`src/rtl/hazard_stall_unit_pkg.sv`:
```
// Shared pipeline constants: opcode encodings and register-index width, used by
// the hazard unit and the forwarding logic.
package hazard_stall_unit_pkg;

  localparam int REG_INDEX_BIT_WIDTH = 4;

  localparam logic [3:0] OP_NOP    = 4'b0000;
  localparam logic [3:0] OP_BRANCH = 4'b0010;
  localparam logic [3:0] OP_SW     = 4'b0011;
  localparam logic [3:0] OP_LW     = 4'b0100;

  typedef enum logic {
    RUN      = 1'b0,
    MEM_WAIT = 1'b1
  } mem_state_t;

endpackage

```
`src/rtl/hazard_stall_unit_load_scoreboard.sv`:
```
// Outstanding-load scoreboard: one bit per register, set on load issue and
// cleared on load writeback. A set and a clear of the same bit in one cycle leaves it set.
module load_scoreboard #(
  parameter int NUM_REGS = 16
) (
  input  logic                clk,
  input  logic                rst_n,
  input  logic [NUM_REGS-1:0] set_vec,
  input  logic [NUM_REGS-1:0] clear_vec,
  output logic [NUM_REGS-1:0] pending_mask
);

  // NOTE: sequential state uses non-blocking assignments so every flop samples
  // pre-edge values regardless of statement order.
  always_ff @(posedge clk) begin
    if (!rst_n) begin
      pending_mask <= '0;
    end else begin
      // OR-ing the set after the clear is what makes set win on a collision.
      pending_mask <= (pending_mask & ~clear_vec) | set_vec;
    end
  end

endmodule

```
`src/rtl/hazard_stall_unit.sv`:
```
// Load-use hazard detection and memory-wait freeze control for a 5-stage
// pipeline, with a saturating stall counter and a sticky memory timeout flag.
module hazard_stall_unit #(
  parameter int REG_INDEX_BIT_WIDTH = hazard_stall_unit_pkg::REG_INDEX_BIT_WIDTH,
  parameter int STALL_CNT_WIDTH     = 16,
  parameter int MAX_WAIT            = 255
) (
  input  logic                                clk,
  input  logic                                rst_n,
  input  logic                                ID_valid,
  input  logic [3:0]                          ID_opcode,
  input  logic [REG_INDEX_BIT_WIDTH-1:0]      ID_src1,
  input  logic [REG_INDEX_BIT_WIDTH-1:0]      ID_src2,
  input  logic [REG_INDEX_BIT_WIDTH-1:0]      ID_dest,
  input  logic                                MEM_valid,
  input  logic [3:0]                          MEM_opcode,
  input  logic                                mem_ready,
  input  logic                                WB_load_valid,
  input  logic [REG_INDEX_BIT_WIDTH-1:0]      WB_index,
  output logic                                stall_if,
  output logic                                stall_id,
  output logic                                bubble_ex,
  output logic                                freeze,
  output logic [2**REG_INDEX_BIT_WIDTH-1:0]   pending_mask,
  output logic [STALL_CNT_WIDTH-1:0]          stall_count,
  output logic                                mem_timeout
);

  import hazard_stall_unit_pkg::*;

  localparam int NUM_REGS = 2 ** REG_INDEX_BIT_WIDTH;
  localparam int WAIT_W   = $clog2(MAX_WAIT + 1);
  localparam logic [WAIT_W-1:0] WAIT_LIMIT = WAIT_W'(MAX_WAIT);

  logic [NUM_REGS-1:0] clear_vec;
  logic [NUM_REGS-1:0] set_vec;
  logic [NUM_REGS-1:0] eff_pending;
  logic                hazard;
  logic                mem_load_stall;
  logic                issue;

  mem_state_t          state;
  mem_state_t          state_next;
  logic [WAIT_W-1:0]   wait_cnt;
  logic [WAIT_W-1:0]   wait_next;
  logic                timeout_next;

  // NOTE: every signal written in an always_comb gets a default first, so no
  // path through the block can leave it unassigned and infer a latch.
  always_comb begin
    clear_vec = '0;
    set_vec   = '0;
    if (WB_load_valid) clear_vec[WB_index] = 1'b1;
    if (issue)         set_vec[ID_dest]    = 1'b1;
  end

  // Writeback this cycle is visible to the decode read in the same cycle;
  // register 0 is hardwired and can never hold a pending load.
  assign eff_pending = pending_mask & ~clear_vec & ~NUM_REGS'(1);

  assign hazard = ID_valid && (ID_opcode != OP_NOP) &&
                  (eff_pending[ID_src1] || eff_pending[ID_src2]);

  assign mem_load_stall = MEM_valid && (MEM_opcode == OP_LW) && !mem_ready;

  // mem_ready releases the freeze combinationally in the cycle it arrives.
  assign freeze    = mem_load_stall || ((state == MEM_WAIT) && !mem_ready);
  assign stall_if  = hazard || freeze;
  assign stall_id  = hazard || freeze;
  assign bubble_ex = hazard && !freeze;

  assign issue = ID_valid && (ID_opcode == OP_LW) && !hazard && !freeze &&
                 (ID_dest != '0);

  load_scoreboard #(
    .NUM_REGS (NUM_REGS)
  ) u_load_scoreboard (
    .clk          (clk),
    .rst_n        (rst_n),
    .set_vec      (set_vec),
    .clear_vec    (clear_vec),
    .pending_mask (pending_mask)
  );

  always_comb begin
    state_next   = state;
    wait_next    = wait_cnt;
    timeout_next = mem_timeout;
    unique case (state)
      RUN: begin
        if (mem_load_stall) begin
          state_next = MEM_WAIT;
          wait_next  = WAIT_W'(1);
        end
      end
      MEM_WAIT: begin
        if (mem_ready) begin
          state_next = RUN;
          wait_next  = '0;
        end else if (wait_cnt != WAIT_LIMIT) begin
          wait_next = wait_cnt + 1'b1;
        end
      end
      default: begin
        state_next = RUN;
        wait_next  = '0;
      end
    endcase
    // Timing out does not abandon the access; the FSM keeps waiting for mem_ready.
    if ((state_next == MEM_WAIT) && (wait_next == WAIT_LIMIT)) timeout_next = 1'b1;
  end

  always_ff @(posedge clk) begin
    if (!rst_n) begin
      state       <= RUN;
      wait_cnt    <= '0;
      mem_timeout <= 1'b0;
      stall_count <= '0;
    end else begin
      state       <= state_next;
      wait_cnt    <= wait_next;
      mem_timeout <= timeout_next;
      if (stall_id && (stall_count != '1)) stall_count <= stall_count + 1'b1;
    end
  end

endmodule

```
`config.mk`:
```
export PLATFORM = sky130hd
export DESIGN_NAME = hazard_stall_unit
export DESIGN_NICKNAME = d
export VERILOG_FILES = /design/src/rtl/hazard_stall_unit_pkg.sv /design/src/rtl/hazard_stall_unit_load_scoreboard.sv /design/src/rtl/hazard_stall_unit.sv
export SDC_FILE = /design/constraint.sdc
export NUM_CORES = 1
export LEC_CHECK = 0
export BUFFER_PORTS_ARGS = -buffer_cell sky130_fd_sc_hd__clkbuf_2
export CORE_MARGIN = 2
export CORE_UTILIZATION = 53
export CTS_CLUSTER_SIZE = 10
export DETAILED_ROUTE_END_ITERATION = 8
export PLACE_DENSITY = 0.77
export REMOVE_ABC_BUFFERS = 1
export SYNTH_ARGS = -nofsm -noshare
export SYNTH_HDL_FRONTEND = slang
export SYNTH_SLANG_ARGS = --single-unit
```
`constraint.sdc`:
```
create_clock -name clk -period 2.65 [get_ports clk]
set_input_delay 0.265 -clock clk [delete_from_list [all_inputs] [get_ports clk]]
set_output_delay 0.265 -clock clk [all_outputs]
set_load 0.005 [all_outputs]
```
Word-level counts from Yosys, hierarchy flattened
Index checks and enable logic that the tools add are counted.
Widths: inputs -> output; s select.
{"block": "word_totals", "reg_bits": 42, "input_bits": 30, "output_inout_bits": 37, "wordCells": 61}
{"block": "op_classes", "n_addsub": 2, "magnitude_cmp": 6, "n_eq_ne": 5, "mux": 17, "bitwise": 4, "n_reduce_logical": 22}
{"operator": "$mux 16", "n": 2}
{"operator": "$mux 8", "n": 3}
{"operator": "$lt 4x5->1 const B", "n": 4}
{"operator": "$add 16x1->16 const B", "n": 1}
{"operator": "$and 16x16->16", "n": 1}
{"operator": "$ne 16x16->1 const B", "n": 1}
{"operator": "$not 16->16", "n": 1}
{"operator": "$or 16x16->16", "n": 1}
{"operator": "$pmux 8 s2", "n": 1}
{"operator": "$logic_and 1x1->1", "n": 14}
{"operator": "$add 8x1->8 const B", "n": 1}
{"operator": "$bmux 1 s4", "n": 2}
{"operator": "$demux 1 s4", "n": 2}
{"operator": "$eq 4x3->1 const B", "n": 2}
{"operator": "$eq 8x8->1 const B", "n": 1}
{"operator": "$ge 4x1->1 const B", "n": 2}
{"operator": "$ne 8x8->1 const B", "n": 1}
{"operator": "$reduce_bool 4->1", "n": 2}
{"operator": "$mux 1", "n": 6}
{"operator": "$logic_not 1->1", "n": 3}
{"operator": "$logic_or 1x1->1", "n": 3}
{"operator": "$pmux 1 s2", "n": 1}
{"operator": "$not 1->1", "n": 1}

Longest topological paths before layout
Gate-level depths: netlist of the first run.
{"block": "logic_depth", "word_depth": 17, "ltp_mapped": 10, "mapped_depth_nobuf": 9}

Cells and area by module
A second synthesis of the first run with hierarchy kept.
{"block": "hier_totals", "cells_unflattened": 353, "hier_area_um2": 2737.6}
{"module": "hazard_stall_unit", "instances": 1, "cells_per_inst": 303, "area_per_inst_um2": 2165.8, "seq_area_each_um2": 520.5}
{"module": "load_scoreboard", "instances": 1, "cells_per_inst": 50, "area_per_inst_um2": 571.8, "seq_area_each_um2": 320.3}

Worst setup path before layout of the first run
OpenSTA, ideal clock, no wires.
{"block": "synth_timing", "path_kind": "input-to-output", "start": "input WB_index[2]", "end": "output stall_if", "arrival_time_ns": 1.913, "t_required_ns": 2.385, "setup_slack_ns": 0.472, "cell_stages": 9, "n_path_buf": 2, "cell_sequence": "or3b_1 -> buf_2 -> o21ai_2 -> mux2i_1 -> o311ai_1 -> o21ai_1 -> nor2_2 -> o21ai_0 -> buf_4"}
{"block": "synth_via", "elab_chain_len": 12, "word_cells_on_any_way": 15, "cone_classes": "2 x order compare; 7 x mux; 2 x bitwise; 4 x reduce/logical"}
{"element": "start: declaration", "line": "hazard_stall_unit.sv:19", "source": "input logic [REG_INDEX_BIT_WIDTH-1:0] WB_index,"}
{"element": "$lt 4x5->1 (not written as such) / $ge 4x1->1 (equally long branches)", "line": "hazard_stall_unit.sv:53", "source": "if (WB_load_valid) clear_vec[WB_index] = 1'b1;"}
{"element": "$logic_and 1x1->1 (not written as such)", "line": "hazard_stall_unit.sv:53"}
{"element": "$mux 1 (not written as such)", "line": "hazard_stall_unit.sv:53"}
{"element": "$demux 1 s4 *", "line": "hazard_stall_unit.sv:53"}
{"element": "$mux 16 *", "line": "hazard_stall_unit.sv:53"}
{"element": "$not 16->16 *", "line": "hazard_stall_unit.sv:59", "source": "assign eff_pending = pending_mask & ~clear_vec & ~NUM_REGS'(1);"}
{"element": "$and 16x16->16 *", "line": "hazard_stall_unit.sv:59"}
{"element": "$bmux 1 s4", "line": "hazard_stall_unit.sv:62", "source": "(eff_pending[ID_src1] || eff_pending[ID_src2]);"}
{"element": "$mux 1 (not written as such)", "line": "hazard_stall_unit.sv:62"}
{"element": "$logic_or 1x1->1 *", "line": "hazard_stall_unit.sv:62"}
{"element": "$logic_and 1x1->1 *", "line": "hazard_stall_unit.sv:61", "source": "assign hazard = ID_valid && (ID_opcode != OP_NOP) &&"}
{"element": "$logic_or 1x1->1 *"}
{"element": "end: declaration", "line": "hazard_stall_unit.sv:20", "source": "output logic stall_if,"}
Every way passes the cells marked *; elsewhere a longest branch is shown, timed or not. The select of a mux whose other input is x is not followed.

Worst setup path after layout of the first run
{"block": "layout_timing", "start": "input WB_index[2]", "end": "output stall_if"}
{"block": "layout_via", "elab_chain_len": 12, "word_cells_on_any_way": 15, "cone_classes": "2 x order compare; 7 x mux; 2 x bitwise; 4 x reduce/logical"}
{"element": "$lt 4x5->1 (not written as such) / $ge 4x1->1 (equally long branches)", "line": "hazard_stall_unit.sv:53"}
{"element": "$logic_and 1x1->1 (not written as such)", "line": "hazard_stall_unit.sv:53"}
{"element": "$mux 1 (not written as such)", "line": "hazard_stall_unit.sv:53"}
{"element": "$demux 1 s4 *", "line": "hazard_stall_unit.sv:53"}
{"element": "$mux 16 *", "line": "hazard_stall_unit.sv:53"}
{"element": "$not 16->16 *", "line": "hazard_stall_unit.sv:59"}
{"element": "$and 16x16->16 *", "line": "hazard_stall_unit.sv:59"}
{"element": "$bmux 1 s4", "line": "hazard_stall_unit.sv:62"}
{"element": "$mux 1 (not written as such)", "line": "hazard_stall_unit.sv:62"}
{"element": "$logic_or 1x1->1 *", "line": "hazard_stall_unit.sv:62"}
{"element": "$logic_and 1x1->1 *", "line": "hazard_stall_unit.sv:61"}
{"element": "$logic_or 1x1->1 *", "line": "hazard_stall_unit.sv:68", "source": "assign stall_if = hazard || freeze;"}
Marks and branches as above.

==> flow_summary.ini, run 1 <==
[placed_design]
place.gp.congestion = 0.9598
port_buffers = 66
postPlaceCellArea_um2 = 2899
dp_hpwl_um = 5464

[timing]
fin_crit_sh_pct = 91.85
worst_hold_slack_ns = 0.2607
fmax_mhz = 410.8
slew_viol_final = 0
setup_viol = 0
rsz0062_at_grt = false
finClkSkew_ns = 0.006239
finalCriticalPeriod_ns = 2.434
report.final.hold_viol_count = 0
relSlewSlack_pct = 52.84
worstMarginPinSlew_ns = 0.7041
fin_setup_tns_ns = 0

[detailed_routing]
drt_first_pass_iters = 5
drc = 0
drt_wl_total_um = 7198
ant_nets = 0
vias = 2836
post_drt_wl_per_cell_um = 16.62
initialDrtViolationCount = 252
via_per_inst = 6.550

[grt]
grt_first_pass_wirelength_um = 11780
gr-usage-all-layers_pct = 28.49
globalRouteOverflowTotal = 0
grt_max_degree = 24
grt_pass1_vias = 2532
grt_antenna_before_repair = 0

[synth]
synthArstFlopShare_pct = 0
synth_simple_gate_area_share_pct = 26.56
synth.yosys.warnings = 0
synth_compound_area_share_pct = 31.38
ys_seq_elements = 42
synth_edf_count = 0
synthXorXnorAreaFrac_pct = 0.3514
ys_seq_area_share_pct = 33.73
ys.flop_type = dfxtp_1
synth_fa_ha_area_share_pct = 1.004
avgSynthCellArea_um2 = 8.040
syn_area_um2 = 2492
synth_mux_area_share_pct = 2.008
synthCells = 310
ys_types = 57
synth_top_family_by_area = compound AO/OA/AOI/OAI gates

[critical_path]
required_ns = 2.38
path_common_cell = clkbuf_2
slowest_delay_ns = 0.47
crit_slowest_cell = or3b_1
arrival_ns = 2.17
critical_path_buf_inv_count = 2
critPathTopFamily = compound AO/OA/AOI/OAI gates
worstSetupStartpointType = input pin
crit_chain = clkbuf_2 > or3b_1 > o21ai_2 > mux2i_1 > o311ai_1 > o21ai_1 > nor2_2 > o21ai_0 > clkbuf_2
critPathKind = input pin to output port
crit_fanout = 7
cp-end-kind = output port

[finish]
n_antenna_cell = 0
syn_to_final_growth_pct = 20.83
fin_nets = 412
final_area_um2 = 3012
drive_above_1_share_pct = 24.93

[floorplanning]
core_um2 = 4444
io_pins = 67
die_area_um2 = 5267
start_util_pct = 56.08
die_w_um = 72.58
row_count = 24
die-height_um = 72.58

[clocking]
clk_pin_slew_ns = 0.09
clock_sinks = 42
numCtsBuffers = 5
cts-resized-gates = 0
htreeDepth = 2
clock-root-buffer = clkbuf_8
clock_latency_ns = 0.30
cts_tree = done
cts_hold_buf = 0
cts.path.max_buffers = 2
post_cts.repair.setup_buffers = 0

[power_and_ir_drop]
p_total_mw = 1.311
power_density_nw_per_um2 = 435.4
p_leak_nw = 1.202
peakVddDrop_mv = 0.2601

[outcome]
status = finished clean

[flow_run]
cap_violations = 0

[hold_path]
hp-class = input pin to flop
==> logic make-up (layout without fill, tap and decap cells) <==
logic type / Yosys count / after routing
multiplexers: 5 / 5
adder cells (fa/ha/maj): 2 / 2
AND/OR/NAND/NOR: 119 / 119
XOR/XNOR: 1 / 1
flip-flops: 42 / 42
buffers and inverters: 26 / 97
AO/OA/AOI/OAI: 115 / 115
==> area by class of cell <==
class,instances,area (um^2)
timing repair buffer,79,427.9
fill,403,1433
clock buffer,5,68.82
tap,52,65.06
inverter,10,37.54
sequential,42,840.8
multi-input combinational,242,1528
clock inverter,3,43.79
==> power breakdown <==
group,total (mW),switching [mW],internal [mW]
Sequential,0.637,0.00355,0.633
Clock,0.527,0.245,0.283
Combinational,0.147,0.0945,0.0526
==> cell usage in the layout, fill, tap and decap left out, drive strengths merged, types with 5 or more instances in the layout <==
cell type,count
mux2i,5
nand4,9
a21oi,21
or4,6
nand2,19
nand2b,6
o211ai,21
nor3,9
o21ai,31
inv,11
or3,6
nor2,19
o31ai,5
clkbuf,71
buf,13
o2111ai,7
nand3,20
dfxtp,42
==> per-stage QoR <==
step	utilization, %	instances	worst slack [ns]
after floorplan	-	294	0.4455
after global placement	65.23	425	0.1400
after detailed placement	65.23	425	0.1252
after CTS	67.76	433	0.2088
after global routing	67.76	433	0.06111
final	67.76	433	0.2159
==> sequential cells by signal, summed over array words and instances, names as in the netlist <==
name	flops
wait_cnt	8
stall_count	16
mem_timeout	1
state	1
u_load_scoreboard.pending_mask	16
==> final timing paths <==
kind	cells past startpoint	slack (ns)	endpoint	from
worst max-delay path	9	0.22	stall_if	WB_index[2]
worst min-delay path	3	0.26	mem_timeout$_SDFFE_PN0P_	rst_n
worst max register to register	9	0.35	stall_count[9]$_SDFFE_PN0P_	stall_count[4]$_SDFFE_PN0P_
worst min register to register	2	0.47	mem_timeout$_SDFFE_PN0P_	mem_timeout$_SDFFE_PN0P_
==> synthesized netlist by cell type, types with 2 or more instances <==
cell,count,area [um^2]
o311ai_1,2,17.52
nor2_1,18,67.56
nor4bb_1,2,20.02
mux2i_1,5,50.05
nand4_1,9,56.30
dfxtp_1,42,840.8
buf_6,2,22.52
o21ai_1,9,45.04
a31oi_1,3,18.77
o211ai_1,21,157.7
a21o_1,3,22.52
nor2b_1,3,18.77
and3_1,4,25.02
or4_1,6,45.04
a2bb2o_1,3,30.03
o21a_1,3,22.52
nand2b_1,6,37.54
a22oi_1,2,15.01
nor3_1,9,45.04
o21ai_0,20,100.1
buf_4,2,15.01
clkbuf_1,9,33.78
nand3_1,20,100.1
buf_2,3,15.01
and4_1,3,26.28
o41ai_1,3,26.28
o2111ai_1,7,61.31
nor4_1,2,12.51
a21oi_1,21,105.1
inv_1,10,37.54
ha_1,2,25.02
or3_1,6,37.54
o31ai_1,5,37.54
nand2_1,19,71.32
o22ai_1,4,25.02
==> metal layers <==
| layer | GRT usage (%) | wire length, um | share of wire (%) |
|---|---|---|---|
| met3 | 7.320 | 693 | 9.6 |
| met2 | 42.12 | 3190 | 44 |
| met1 | 39.55 | 3199 | 44 |
| met5 | 0 | 0 | 0 |
| met4 | 11.73 | 115 | 1.6 |
==> worst register-to-register path: stages (launching register included) <==
cell and delay [ns]:
dfxtp_1 0.36, and4_1 0.26, and4_1 0.26, nand4_1 0.17, nor3_1 0.07, a21oi_1 0.27
o21ai_4 0.19, buf_4 0.21, o311ai_1 0.28, o41ai_1 0.12
Note: power is estimated with default switching activity, not from simulation.
==> inputs of run 2 (changes only) <==
--- a/config.mk
+++ b/config.mk
@@ -7,10 +7,10 @@
 export LEC_CHECK = 0
 export BUFFER_PORTS_ARGS = -buffer_cell sky130_fd_sc_hd__clkbuf_2
 export CORE_MARGIN = 2
-export CORE_UTILIZATION = 53
+export CORE_UTILIZATION = 30
 export CTS_CLUSTER_SIZE = 10
 export DETAILED_ROUTE_END_ITERATION = 8
-export PLACE_DENSITY = 0.77
+export PLACE_DENSITY = 0.48
 export REMOVE_ABC_BUFFERS = 1
 export SYNTH_ARGS = -nofsm -noshare
 export SYNTH_HDL_FRONTEND = slang
==> flow_summary.ini, run 2 (synthesized netlist as in run 1, its figures left out) <==
[finish]
final_cell_mix = clkbuf_2 (66), dfxtp_1 (42), o211ai_1 (21), a21oi_1 (21)
final_cells = 489
reg_top3 = stall_count x16, u_load_scoreboard.pending_mask x16, wait_cnt x8
fin_nets = 416
n_antenna_cell = 0
final_area_um2 = 3109
syn_to_final_growth_pct = 24.75
finish.utilization_pct = 38.22
final_common_cell = clkbuf_2
drive_above_1_share_pct = 26.04

[detailed_routing]
drc = 0
post_drt_wl_per_cell_um = 15.95
vias = 2744
via_per_inst = 5.611
top_layer = met4
initialDrtViolationCount = 257
drt_wl_total_um = 7798
wl_met3_um = 458
ant_nets = 0
dr_wl_met2_um = 3417
drt_first_pass_iters = 5
met1_length_um = 3873

[critical_path]
cp-end-kind = output port
crit_chain = clkbuf_2 > or3b_4 > o21ai_4 > o2111ai_1 > a211oi_2 > nand3_1 > nor2_4 > o21ai_0 > clkbuf_2
crit_slowest_cell = or3b_4
rr_endpoint = stall_count[6]$_SDFFE_PN0P_
path_common_cell = clkbuf_2
reg2reg_from = stall_count[6]$_SDFFE_PN0P_
crit_fanout = 7
r2r_cells = 9
slowest_delay_ns = 0.46
ff2ff_setup_slack_ns = 0.33
arrival_ns = 2.18
worstSetupStartpointType = input pin
critPathKind = input pin to output port
required_ns = 2.38

[timing]
relSlewSlack_pct = 48.92
finClkSkew_ns = 0.008991
fin_crit_sh_pct = 92.21
setup_viol = 0
worstMarginPinSlew_ns = 0.7626
report.final.hold_viol_count = 0
worst_hold_slack_ns = 0.2841
fin_setup_tns_ns = 0
slew_viol_final = 0
rsz0062_at_grt = false
finalCriticalPeriod_ns = 2.444
fmax_mhz = 409.2

[floorplanning]
core_um2 = 8134
row_count = 33
die_area_um2 = 9054
die_w_um = 95.15
die-height_um = 95.15
start_util_pct = 30.64
io_pins = 67

[clocking]
htreeDepth = 2
numCtsBuffers = 5
clock_latency_ns = 0.30
cts_tree = done
cts_hold_buf = 0
cts-resized-gates = 0
post_cts.repair.setup_buffers = 0
clock_sinks = 42
clock-root-buffer = clkbuf_8
clk_pin_slew_ns = 0.07
cts.path.max_buffers = 2

[grt]
grt_max_degree = 28
globalRouteOverflowTotal = 0
grt_first_pass_wirelength_um = 12680
gr-usage-all-layers_pct = 17.86
grt_pass1_vias = 2522
grt_antenna_before_repair = 0

[hold_path]
holdPathStages = 2
min-delay-start = ID_dest[1]
hold-path-endpoint = u_load_scoreboard.pending_mask[11]$_SDFF_PN0_
hp-class = input pin to flop

[outcome]
status = finished clean

[placed_design]
dp_hpwl_um = 6094
place.gp.congestion = 0.8933
port_buffers = 66
dp.cells = 482
postPlaceCellArea_um2 = 3008

[power_and_ir_drop]
p_sw_uw = 323.7
comb_power_share_pct = 13.1
p_int_uw = 872.5
power_density_nw_per_um2 = 384.7
p_seq_share_pct = 53.2
p_leak_nw = 1.212
peakVddDrop_mv = 0.1981
power.share.switching_pct = 27.06
clkPwrFrac_pct = 33.6

[flow_run]
cap_violations = 0
-- run 2: how the worst max path moves through the flow --
stage,startpoint,to,slack [ns],depth (start not counted)
finish,WB_index[2],stall_if,0.21,9
floorplan,WB_index[2],stall_count[13]$_SDFFE_PN0P_,0.45,8
CTS,WB_index[2],stall_if,0.03,9
detailed placement,WB_index[2],stall_if,0.04,9
global placement,WB_index[2],stall_if,0.03,9
global route,WB_load_valid,stall_if,0.08,9
-- run 2: power groups by stage --
stage	combinational, mW	sequential [mW]	clock, mW
global placement	0.152	0.652	0
floorplan	0.0636	0.651	0
global route	0.174	0.638	0.453
detailed placement	0.152	0.652	0
CTS	0.152	0.637	0.420
finish	0.157	0.637	0.402
-- run 2: cell type report --
type / count / area, um^2
fillers: 840 / 5025
multi-input cells: 242 / 1549
flip-flops and latches: 42 / 840.8
repair buffers: 83 / 470.5
well taps: 105 / 131.4
clock buffers: 6 / 72.57
inverters: 10 / 37.54
clock inverters: 1 / 7.507
-- run 2: worst max-delay path: cells and delay by family --
kind                   cells  cell delay [ns]
AO/OA/AOI/OAI              4             0.80
buffers and inverters      2             0.27
AND/OR/NAND/NOR            3             0.85
-- run 2: metal layers --
layer | vias up | global-route usage [%]
met4 | 0 | 3.623
met5 | - | 0
met3 | 4 | 4.190
met1 | 1293 | 25.97
li1 | 1357 | -
met2 | 90 | 26.82
-- run 2: metrics by stage --
stage	setup slack, ns	power (mW)
floorplan	0.4455	0.7147
global placement	0.03458	0.8040
detailed placement	0.03640	0.8035
CTS	0.02969	1.209
global route	0.08120	1.264
finish	0.2065	1.196
==> inputs of run 3 (changes only) <==
==> constraint.sdc (replaced) <==
create_clock -name clk -period 2.65 [get_ports clk]
set_input_delay 0.53 -clock clk [delete_from_list [all_inputs] [get_ports clk]]
set_output_delay 0.53 -clock clk [all_outputs]
set_load 0.005 [all_outputs]
==> flow_summary.ini, run 3 (synthesized netlist as in run 1, its figures left out) <==
[clocking]
clock_sinks = 42
cts.path.max_buffers = 2
cts_tree = done
clock_latency_ns = 0.30
clock-root-buffer = clkbuf_8
numCtsBuffers = 5
clk_pin_slew_ns = 0.10
htreeDepth = 2

[detailed_routing]
drt_first_pass_iters = 5
met1_length_um = 4057
ant_nets = 0
via_per_inst = 5.506
initialDrtViolationCount = 134
drt_wl_total_um = 8108
drc = 0
vias = 2852
wl_met3_um = 471
top_layer = met4
dr_wl_met2_um = 3542
post_drt_wl_per_cell_um = 15.65

[grt]
grt_pass1_vias = 2619
grt_antenna_before_repair = 0
grt_max_degree = 26
globalRouteOverflowTotal = 0
grt_first_pass_wirelength_um = 13140
gr-usage-all-layers_pct = 18.39

[finish]
syn_to_final_growth_pct = 37.55
reg_top3 = stall_count x16, u_load_scoreboard.pending_mask x16, wait_cnt x8
finish.utilization_pct = 42.15
n_antenna_cell = 0
drive_above_1_share_pct = 34.14
fin_nets = 444
final_cell_mix = clkbuf_2 (63), buf_4 (43), dfxtp_1 (42), o211ai_1 (21), a21oi_1 (20)
final_common_cell = clkbuf_2

[floorplanning]
die-height_um = 95.15
start_util_pct = 30.64
core_um2 = 8134
die_w_um = 95.15
row_count = 33
io_pins = 67
die_area_um2 = 9054

[timing]
worstMarginPinSlew_ns = 0.4807
fin_crit_sh_pct = 104.4
rsz0062_at_grt = true
slew_viol_final = 0
worst_slack_ns = -0.1175
finalCriticalPeriod_ns = 2.768
finClkSkew_ns = 0.009043
report.final.hold_viol_count = 0
relSlewSlack_pct = 67.66
setup_viol = 3
fmax_mhz = 361.3

[outcome]
status = finished with violations
failed_checks = negative setup slack

[placed_design]
port_buffers = 66
place.gp.congestion = 0.9343
dp_slack_ns = -0.3156
dp_hpwl_um = 6199

[flow_run]
cap_violations = 0

[power_and_ir_drop]
peakVddDrop_mv = 0.1875
p_total_mw = 1.292
p_leak_nw = 1.388
power_density_nw_per_um2 = 376.9

[critical_path]
crit_fanout = 5
critPathKind = input pin to output port
arrival_ns = 2.24
required_ns = 2.12
cp-end-kind = output port
worstSetupStartpointType = input pin

[hold_path]
hp-class = flop to flop
[run 3: changes by cell type in the layout (fill, tap and decap cells not counted), moves of 2 or more]
cell	before	now
buf_6	0	2
buf_4	16	43
o21ai_0	20	17
clkbuf_2	66	63
buf_8	0	2
o21ai_2	1	3
[run 3: metrics by stage]
step	hold WS [ns]	instances	setup TNS, ns	area, um^2
floorplan	0.4402	294	0	2406
global route	0.4946	518	-0.5520	3428
detailed placement	0.4496	507	-3.663	3196
finish	0.4747	518	-0.2544	3428
CTS	0.4752	518	-0.3346	3376
global placement	0.4417	507	-5.649	3196
[run 3: worst max-delay path, stage by stage]
cell,delay [ns]
buf_8,0.10
or3b_4,0.44
o211ai_1,0.23
o2111ai_2,0.13
a211oi_2,0.27
nand3_2,0.13
nor2_4,0.13
buf_6,0.11
nor3_2,0.03
clkbuf_2,0.11
[run 3: layout make-up]
type / instances / area (um^2)
multi-input combinational: 242 / 1613
sequential: 42 / 840.8
inverter: 10 / 37.54
clock buffer: 6 / 82.58
fill: 841 / 4706
tap: 105 / 131.4
clock inverter: 2 / 12.51
timing repair buffer: 111 / 710.7
[run 3: per-layer routing]
| metal | vias up | global-route usage [%] |
|---|---|---|
| met5 | - | 0 |
| met4 | 0 | 4.348 |
| met3 | 2 | 3.162 |
| li1 | 1417 | - |
| met2 | 80 | 27.29 |
| met1 | 1353 | 27.48 |
[run 3: path summary, 6_finish.rpt]
| kind | startpoint | endpoint | slack (ns) | depth (start not counted) |
|---|---|---|---|---|
| worst max-delay path | WB_index[2] | bubble_ex | -0.12 | 10 |
| worst min-delay path | mem_timeout$_SDFFE_PN0P_ | mem_timeout$_SDFFE_PN0P_ | 0.47 | 2 |
| worst max register to register | u_load_scoreboard.pending_mask[12]$_SDFF_PN0_ | stall_count[6]$_SDFFE_PN0P_ | 0.24 | 12 |
| worst min register to register | mem_timeout$_SDFFE_PN0P_ | mem_timeout$_SDFFE_PN0P_ | 0.47 | 2 |
[run 3: timing repair]
item / 4_1_cts / 5_1_grt
buffers inserted: 4 / 0
setup endpoints to repair: 3 / 7
resized for setup: 14 / 15
hold buffers: 0 / 0
pin swaps: 3 / 2
hold endpoints to repair: 0 / 0
gates cloned: 0 / 0
[run 3: where the power goes]
| part | internal (mW) | leakage [nW] | switching, mW |
|---|---|---|---|
| registers | 0.633 | 0.338 | 0.00358 |
| logic | 0.0898 | 1.00 | 0.107 |
| clock network | 0.210 | 0.0472 | 0.248 |
| total | 0.933 | 1.39 | 0.359 |
